$ cat src/rtl/mod0_rr_scheduler.sv
// Round-robin scheduler sharing one mod0 datapath between NREQ requesters:
// it grants one requester, drives its operands to mod0, waits LAT+1 cycles and returns mod0's result.
module mod0_rr_scheduler #(
  parameter int NREQ = 4,
  parameter int LAT  = 1
) (
  input  logic                     clk,
  input  logic                     rst,
  input  logic [NREQ-1:0]          req_vld,
  output logic [NREQ-1:0]          req_rdy,
  input  logic [NREQ-1:0]          req_b,
  input  logic [3*NREQ-1:0]        req_v,
  output logic                     pib1,
  output logic [2:0]               piv2_2,
  input  logic [3:0]               ov1_3,
  input  logic                     pob2,
  output logic                     rsp_vld,
  input  logic                     rsp_rdy,
  output logic [$clog2(NREQ)-1:0]  rsp_id,
  output logic [3:0]               rsp_v,
  output logic                     rsp_b,
  output logic                     busy
);

  localparam int              IDW      = $clog2(NREQ);
  localparam logic [2:0]      LAT_C    = 3'(LAT);
  localparam logic [IDW-1:0]  LAST_RST = IDW'(NREQ - 1);

  typedef enum logic [1:0] {
    ST_IDLE = 2'd0,
    ST_WAIT = 2'd1,
    ST_RESP = 2'd2
  } state_t;

  state_t          state_r;
  state_t          state_next_s;
  logic [IDW-1:0]  last_grant_r;
  logic [IDW-1:0]  id_r;
  logic [2:0]      cnt_r;
  logic            op_b_r;
  logic [2:0]      op_v_r;
  logic            rsp_vld_r;
  logic [IDW-1:0]  rsp_id_r;
  logic [3:0]      rsp_v_r;
  logic            rsp_b_r;
  logic [IDW:0]    pick_s;
  logic            grant_vld_s;
  logic [IDW-1:0]  win_s;
  logic [NREQ-1:0] req_rdy_s;
  logic            busy_s;

  // Returns {found, index}: first valid requester above last, wrapping modulo NREQ
  // (not 2^IDW, so non-power-of-two NREQ never produces a phantom index).
  function automatic logic [IDW:0] rr_pick(input logic [NREQ-1:0] vld,
                                           input logic [IDW-1:0]  last);
    logic [IDW:0]   res;
    logic [IDW-1:0] idx;
    res = '0;
    for (int k = 1; k <= NREQ; k++) begin
      idx = IDW'((int'(last) + k) % NREQ);
      if (!res[IDW] && vld[idx]) begin
        res = {1'b1, idx};
      end
    end
    return res;
  endfunction

  assign pick_s      = rr_pick(req_vld, last_grant_r);
  assign grant_vld_s = pick_s[IDW];
  assign win_s       = pick_s[IDW-1:0];

  // State register
  always_ff @(posedge clk or posedge rst) begin
    if (rst) begin
      state_r <= ST_IDLE;
    end else begin
      state_r <= state_next_s;
    end
  end

  // Next-state decode
  always_comb begin
    state_next_s = state_r;
    case (state_r)
      ST_IDLE: begin
        if (grant_vld_s) state_next_s = ST_WAIT;
        else             state_next_s = ST_IDLE;
      end
      ST_WAIT: begin
        if (cnt_r == 3'd0) state_next_s = ST_RESP;
        else               state_next_s = ST_WAIT;
      end
      ST_RESP: begin
        if (rsp_rdy) state_next_s = ST_IDLE;
        else         state_next_s = ST_RESP;
      end
      default: state_next_s = ST_IDLE;
    endcase
  end

  // Output decode; the accept strobe is combinational so the winner sees it in its request cycle
  always_comb begin
    req_rdy_s = '0;
    busy_s    = (state_r != ST_IDLE);
    if (!rst && (state_r == ST_IDLE) && grant_vld_s) begin
      req_rdy_s[win_s] = 1'b1;
    end else begin
      req_rdy_s = '0;
    end
  end

  // Operand latch, settle counter and response capture
  always_ff @(posedge clk or posedge rst) begin
    if (rst) begin
      last_grant_r <= LAST_RST;
      id_r         <= '0;
      cnt_r        <= 3'd0;
      op_b_r       <= 1'b0;
      op_v_r       <= 3'd0;
      rsp_vld_r    <= 1'b0;
      rsp_id_r     <= '0;
      rsp_v_r      <= 4'd0;
      rsp_b_r      <= 1'b0;
    end else begin
      case (state_r)
        ST_IDLE: begin
          if (grant_vld_s) begin
            op_b_r <= req_b[win_s];
            op_v_r <= req_v[32'd3 * 32'(win_s) +: 3];
            id_r   <= win_s;
            cnt_r  <= LAT_C;
          end
        end
        ST_WAIT: begin
          if (cnt_r == 3'd0) begin
            rsp_v_r   <= ov1_3;
            rsp_b_r   <= pob2;
            rsp_id_r  <= id_r;
            rsp_vld_r <= 1'b1;
          end else begin
            cnt_r <= cnt_r - 3'd1;
          end
        end
        ST_RESP: begin
          if (rsp_vld_r && rsp_rdy) begin
            rsp_vld_r    <= 1'b0;
            last_grant_r <= id_r;
          end
        end
        default: begin
          rsp_vld_r <= 1'b0;
        end
      endcase
    end
  end

  assign req_rdy = req_rdy_s;
  assign busy    = busy_s;
  assign pib1    = op_b_r;
  assign piv2_2  = op_v_r;
  assign rsp_vld = rsp_vld_r;
  assign rsp_id  = rsp_id_r;
  assign rsp_v   = rsp_v_r;
  assign rsp_b   = rsp_b_r;

endmodule

$ cat config.mk
export PLATFORM = sky130hd
export DESIGN_NAME = mod0_rr_scheduler
export DESIGN_NICKNAME = d
export VERILOG_FILES = /design/src/rtl/mod0_rr_scheduler.sv
export SDC_FILE = /design/constraint.sdc
export NUM_CORES = 1
export LEC_CHECK = 0
export CAP_MARGIN = 10
export CORE_AREA = 4 4 55 57
export CTS_BUF_LIST = sky130_fd_sc_hd__clkbuf_4
export DETAILED_ROUTE_END_ITERATION = 6
export DIE_AREA = 0 0 59 61
export PLACE_DENSITY = 0.9
export SYNTH_ARGS = -nofsm -noshare
export SYNTH_HDL_FRONTEND = slang
export SYNTH_SLANG_ARGS = --single-unit
$ cat constraint.sdc
create_clock -name clk -period 3.53 [get_ports clk]
set_input_delay 0.5295 -clock clk [delete_from_list [all_inputs] [get_ports clk]]
set_output_delay 0.5295 -clock clk [all_outputs]
set_load 0.03 [all_outputs]
# After elaboration in Yosys (flattened, before gate mapping)
# Cells that the tools add are included.
[classes] n_shift=1 magnitude_cmp=6 n_mux=27 addsub=5 n_eq_ne=6 n_mul=1 n_reduce_logical=20 bitwise=1
[ops] cell="3-bit 2-to-1 mux" n=6
[ops] cell="2-bit by 3-bit less-than comparator with 1-bit output, second input constant" n=5
[ops] cell="12-bit by 5-bit variable part select with 3-bit output" n=1
[ops] cell="1-bit binary-select mux with 2-bit select" n=5
[ops] cell="1-bit 2-to-1 mux" n=9
[ops] cell="2-bit inequality test, second input constant" n=4
[ops] cell="1-bit logical AND" n=7
[ops] cell="2-bit case mux with 3 select lines" n=1
[ops] cell="3-bit case mux with 2 select lines" n=1
[ops] cell="2-bit AND reduction" n=3
[ops] cell="3-bit AND reduction" n=2
[ops] cell="2-bit by 1-bit adder with 2-bit output, second input constant" n=2
[ops] cell="2-bit adder, second input constant" n=2
[ops] cell="1-bit logical NOT" n=4
[ops] cell="2-bit by 2-bit multiplier with 4-bit output, first input constant" n=1
[ops] cell="2-bit 2-to-1 mux" n=2
[ops] cell="4-bit 2-to-1 mux" n=1
[ops] cell="2-bit nonzero test" n=2
[ops] cell="3-bit logical NOT" n=1
[ops] cell="1-bit case mux with 3 select lines" n=1
[ops] cell="3-bit by 1-bit subtractor with 3-bit output, second input constant" n=1
[ops] cell="1-bit demux with 2-bit select" n=1
[ops] cell="2-bit by 1-bit == test with 1-bit output, second input constant" n=1
[ops] cell="2-bit == test, second input constant" n=1
[ops] cell="3 further kinds" n=3
[word_totals] output_inout_bits=17 register_bits=21 in_bits=28 wordCells=77

# Depth between registers and ports, before layout
[logic_depth] ltp_word=18 depth_mapped=7 ltp_nobuf=6

# Least setup slack after synthesis
# No wires, ideal clock.
[synth_path] path_kind="in2out" startpoint="input port req_vld[2]" endpoint="output port req_rdy[0]" path_buffers=2 arrival_ns=2.025 stages=6 path_slack_ns=0.975 path_cell_list="and2b_1 > o21ai_2 > and3_1 > buf_6 > buf_12 > nor3b_1"
[synth_via] elab_chain_len=17
[synth_lines] element="start: declaration" line_no="9" text="input logic [NREQ-1:0] req_vld,"
[synth_lines] element="1-bit binary-select mux with 2-bit select" line_no="61" text="if (!res[IDW] && vld[idx]) begin"
[synth_lines] element="1-bit 2-to-1 mux (implied by the code)" line_no="61"
[synth_lines] element="3-bit 2-to-1 mux" line_no="61"
[synth_lines] element="1-bit logical NOT" line_no="61"
[synth_lines] element="1-bit logical AND" line_no="61"
[synth_lines] element="3-bit 2-to-1 mux" line_no="61"
[synth_lines] element="1-bit logical NOT" line_no="61"
[synth_lines] element="1-bit logical AND" line_no="61"
[synth_lines] element="3-bit 2-to-1 mux" line_no="61"
[synth_lines] element="1-bit logical NOT" line_no="61"
[synth_lines] element="1-bit logical AND" line_no="61"
[synth_lines] element="3-bit 2-to-1 mux *" line_no="61"
[synth_lines] element="2-bit by 3-bit less-than comparator with 1-bit output (implied by the code) or 2-bit by 1-bit greater-or-equal comparator with 1-bit output (tied branches)" line_no="106" text="req_rdy_s[win_s] = 1'b1;"
[synth_lines] element="1-bit logical AND (implied by the code)" line_no="106"
[synth_lines] element="1-bit 2-to-1 mux (implied by the code)" line_no="106"
[synth_lines] element="1-bit demux with 2-bit select" line_no="106"
[synth_lines] element="4-bit 2-to-1 mux *" line_no="105" text="if (!rst && (state_r == ST_IDLE) && grant_vld_s) begin"
[synth_lines] element="end: declaration" line_no="10" text="output logic [NREQ-1:0] req_rdy,"
# Mark *: on every way between the ends. The rest lies on a longest branch, timed or not. The select of a mux whose other input is x is not followed.

# Worst setup path in the final report
[layout_path] startpoint="input port req_vld[1]" endpoint="output port req_rdy[0]"
# Same word-level chain as after synthesis.

==> results summary <==
The flow ran to the end, and the final reports show no timing, DRC or antenna violations. The count of cells along the worst register-to-register path is 5. The number of endpoints failing setup at the final stage came out at 0.

The total cell area at the placement stage is 1630 um^2. Sorting the synthesized cells by area gives the leading types as sky130_fd_sc_hd__dfrtp_1, sky130_fd_sc_hd__mux2_2, sky130_fd_sc_hd__dfstp_2, sky130_fd_sc_hd__a211oi_2, sky130_fd_sc_hd__inv_1. The number of antenna diodes in the final layout is 0.

The die width came out at 59 um. Setup slack on the worst reg-to-reg path comes out at 1.45 ns. Among the stages of the critical path, the cell type that occurs most often is sky130_fd_sc_hd__clkdlybuf4s50_1. In this run the standard cell core region covers 2480 um^2.

Combinational logic is responsible for 58.7% of the overall power. At the worst endpoint, the required time is 3.00 ns. The via count of the first global-routing pass was 1001. Hold repair after CTS inserted 0 buffers. The overall routing resource usage came out at 16.0%. The max-slew violation count came out at 0. When the netlist entered floorplanning its net count stood at 141.

The max capacitance violation total is 0. Synthesis inferred 21 register bits. The internal power contribution came out at 0.761 mW. The final-report hold violation count is 0. The clock skew came out at 0.00627 ns.

The number of warning messages in the yosys log is 0. For this run, asynchronously set or reset flops after synthesis account for 100%. The number of gates resized after CTS came out at 0. The gate count after technology mapping came out at 111.

The worst min-delay path category is flop to flop. The number of remaining DRC errors came out at 0. The top fanout value on the critical path is 6.

Counting distinct cell types in the post-synthesis netlist gives 38. The detailed router finished its first iteration with 15 violations. The most used flip-flop cell after synthesis is sky130_fd_sc_hd__dfrtp_1.

STA classifies the critical path startpoint as an input port. The routed length per placed instance is 14.8 um. After global routing the overflow that remains totals 0.

The register area share after synthesis came out at 45.1%. The startpoint identified for the worst hold timing path is id_r[1]$_DFFE_PP0P_. The core utilization of the finished layout is 67.1%. The proportion of total power due to net switching came out at 43.1%. Counting along the longest clock path gives a buffer depth of 2. The setup TNS is 0 ns. The maximum number of pins on one net before global-route repair came out at 22. The worst hold path depth is 1. The sort of element at the end of the critical path is a primary output. The clock period minus final worst setup slack came out at 3.40 ns. After synthesis, the largest area contributor takes up 40.6% of total cell area.

The number of buffers and inverters on the critical path is 2. The die covers 3600 um^2. The share of final-layout standard cells stronger than drive strength 1 came out at 18.9%. The first-pass GRT wire length is 4330 um.

The number of antenna violations at the first check in global routing came out at 0. The worst path setup slack after routing came out at 0.134 ns. For this configuration, the core starts out at a cell density of 47.2%. The post-synthesis instance area is 1170 um^2. Wires add up to 2790 um. The finished cells cover 1660 um^2.

The placer's final routability congestion estimate is 0.865. Dividing the final minimum period by the clock period gives 96.2%. The count of nets after finishing is 190.

The buffers inserted during post-CTS setup optimization is 0. The vertical die dimension is 61 um. After synthesis, the mean cell area works out to 10.5 um^2.

The post-detailed-placement half-perimeter wirelength came out at 2200 um. The number of clock sinks seen by CTS came out at 21. The static leakage is 0.704 nW. The routed via count divided by cell count is 5.43.

The worst hold path terminates at rsp_id[1]$_DFFE_PP0P_. Summed over all instances, the cell type with the most area after synthesis is sky130_fd_sc_hd__dfrtp_1. The worst-case IR drop observed on VDD is 0.000660 V.

By startpoint and endpoint, the worst setup path is classified as input port to primary output. The maximum single-stage delay on the critical path is 0.71 ns. The net switching power came out at 0.577 mW. CTS placed an instance of sky130_fd_sc_hd__clkbuf_4 at the clock tree root. The endpoint identified for the worst register-to-register timing path is rsp_id[1]$_DFFE_PP0P_. The count of input and output buffers is 44. The ratio of total power to cell area came out at 805 nW/um^2. The first TritonRoute pass finished after 4 iterations. The commonest cells after synthesis are sky130_fd_sc_hd__dfrtp_1, sky130_fd_sc_hd__inv_1, sky130_fd_sc_hd__mux2_2, sky130_fd_sc_hd__nor2_1, sky130_fd_sc_hd__o21ai_0.

The startpoint of the worst register-to-register path is cnt_r[0]$_DFFE_PP0P_. Setup repair after global routing left no endpoint under its margin. The signal on the critical path passes through clkdlybuf4s50_1 -> or3b_1 -> o311a_1 -> nand2b_2 -> nor3b_1 -> clkdlybuf4s50_1. Clock latency on the worst-skew pair, taken at its later pin, is 0.30 ns. The clock network power share is 8.5%. The CTS tree is built.

At the worst endpoint, the arrival time is 2.87 ns. The number of H-tree branching levels came out at 1. The clock transition at the register clock pins on the worst setup and hold paths after CTS is 0.11 ns.

The detail route stage leaves a number of antenna-violating nets equal to 0. The slew at the pin with the worst max-slew slack is 0.779 ns. The number of core rows is 18. On the critical path, the stage with the largest delay is an instance of sky130_fd_sc_hd__clkdlybuf4s50_1. The area growth from synthesis to layout came out at 42.0%. The part of the power in registers is 32.7%.

The relative slew slack came out at 48.0%. The most frequently used cell type in the post-synthesis netlist is sky130_fd_sc_hd__dfrtp_1. The family of cells with the greatest summed delay on the critical path is buffers and inverters. The number of enable-type register cells in the synthesized netlist is 0. The number of logic stages on the critical path including buffering is 6.

For this run, the top clock speed supported by timing is 294 MHz. Pin placement for this block handled 45 I/O pins. The total via count after detailed routing is 1027. The number of buffers added by the clock tree synthesis step came out at 3.

After layout, the design draws a total of 1.34 mW. The minimum setup slack after placement came out at 0.131 ns.
## layout by cell type, fill, tap and decap left out, types with 3 or more instances in the layout
cell type,n
sky130_fd_sc_hd__a211oi_2,4
sky130_fd_sc_hd__nand2_1,3
sky130_fd_sc_hd__mux2i_1,4
sky130_fd_sc_hd__clkdlybuf4s50_1,44
sky130_fd_sc_hd__clkbuf_4,3
sky130_fd_sc_hd__buf_4,3
sky130_fd_sc_hd__mux2_2,8
sky130_fd_sc_hd__inv_1,13
sky130_fd_sc_hd__nor2_1,8
sky130_fd_sc_hd__nor2b_1,3
sky130_fd_sc_hd__dfrtp_1,19
sky130_fd_sc_hd__o21ai_0,5
sky130_fd_sc_hd__a21oi_1,3
sky130_fd_sc_hd__a211oi_1,4
sky130_fd_sc_hd__a31oi_1,4
## cell families (layout without fill, tap and decap cells)
logic type,after synthesis,in the layout,share of synthesized area [%]
AND/OR/NAND/NOR,31,31,14.9
AO/OA/AOI/OAI,29,29,19.5
flip-flops,21,21,45.1
buffers and inverters,16,64,7.27
multiplexers,12,12,11.1
adder cells (fa/ha/maj),2,2,2.14
## per-layer routing
metal	up-vias	routed length [um]	track usage (%)
met5	-	0	0
met4	0	46	6.80
met3	6	224	3.40
met2	43	1420	29.5
met1	488	1100	17.9
li1	490	-	-
## worst max-delay path by stage
| stage | start | to | slack, ns |
|---|---|---|---|
| after floorplan | req_vld[2] | req_rdy[0] | 0.98 |
| after CTS | req_vld[1] | req_rdy[0] | 0.13 |
| after global placement | req_vld[1] | req_rdy[0] | 0.23 |
| after global routing | req_vld[1] | req_rdy[2] | 0.07 |
| after detailed placement | req_vld[1] | req_rdy[0] | 0.13 |
| final | req_vld[1] | req_rdy[0] | 0.13 |
## through the flow
step / std cells / hold slack (ns)
after floorplan: 111 / 0.468
after global placement: 185 / 0.489
after detailed placement: 185 / 0.499
after CTS: 189 / 0.522
after global routing: 189 / 0.542
final: 189 / 0.520
## power groups by stage
stage / clock network [mW] / logic, mW / registers [mW]
5_1_grt: 0.129 / 0.844 / 0.454
2_1_floorplan: 0 / 0.397 / 0.564
3_5_place_dp: 0 / 0.785 / 0.443
6_report: 0.114 / 0.786 / 0.438
3_3_place_gp: 0 / 0.762 / 0.434
4_1_cts: 0.118 / 0.793 / 0.438
## sequential cells by signal (all words and copies together) (netlist names)
| signal | cells |
|---|---|
| rsp_v | 4 |
| piv2_2 | 3 |
| cnt_r | 3 |
| rsp_vld | 1 |
| state_r | 2 |
| last_grant_r | 2 |
| pib1 | 1 |
| rsp_b | 1 |
| id_r | 2 |
| rsp_id | 2 |
## cell type report
| class | count | area [um^2] |
|---|---|---|
| timing repair buffer | 47 | 463 |
| fill | 191 | 816 |
| multi-input combinational | 74 | 557 |
| sequential | 21 | 528 |
| inverter | 13 | 48.8 |
| tap | 30 | 37.5 |
| clock inverter | 1 | 5.00 |
| clock buffer | 3 | 22.5 |
Note: power is estimated with default switching activity, not from simulation.
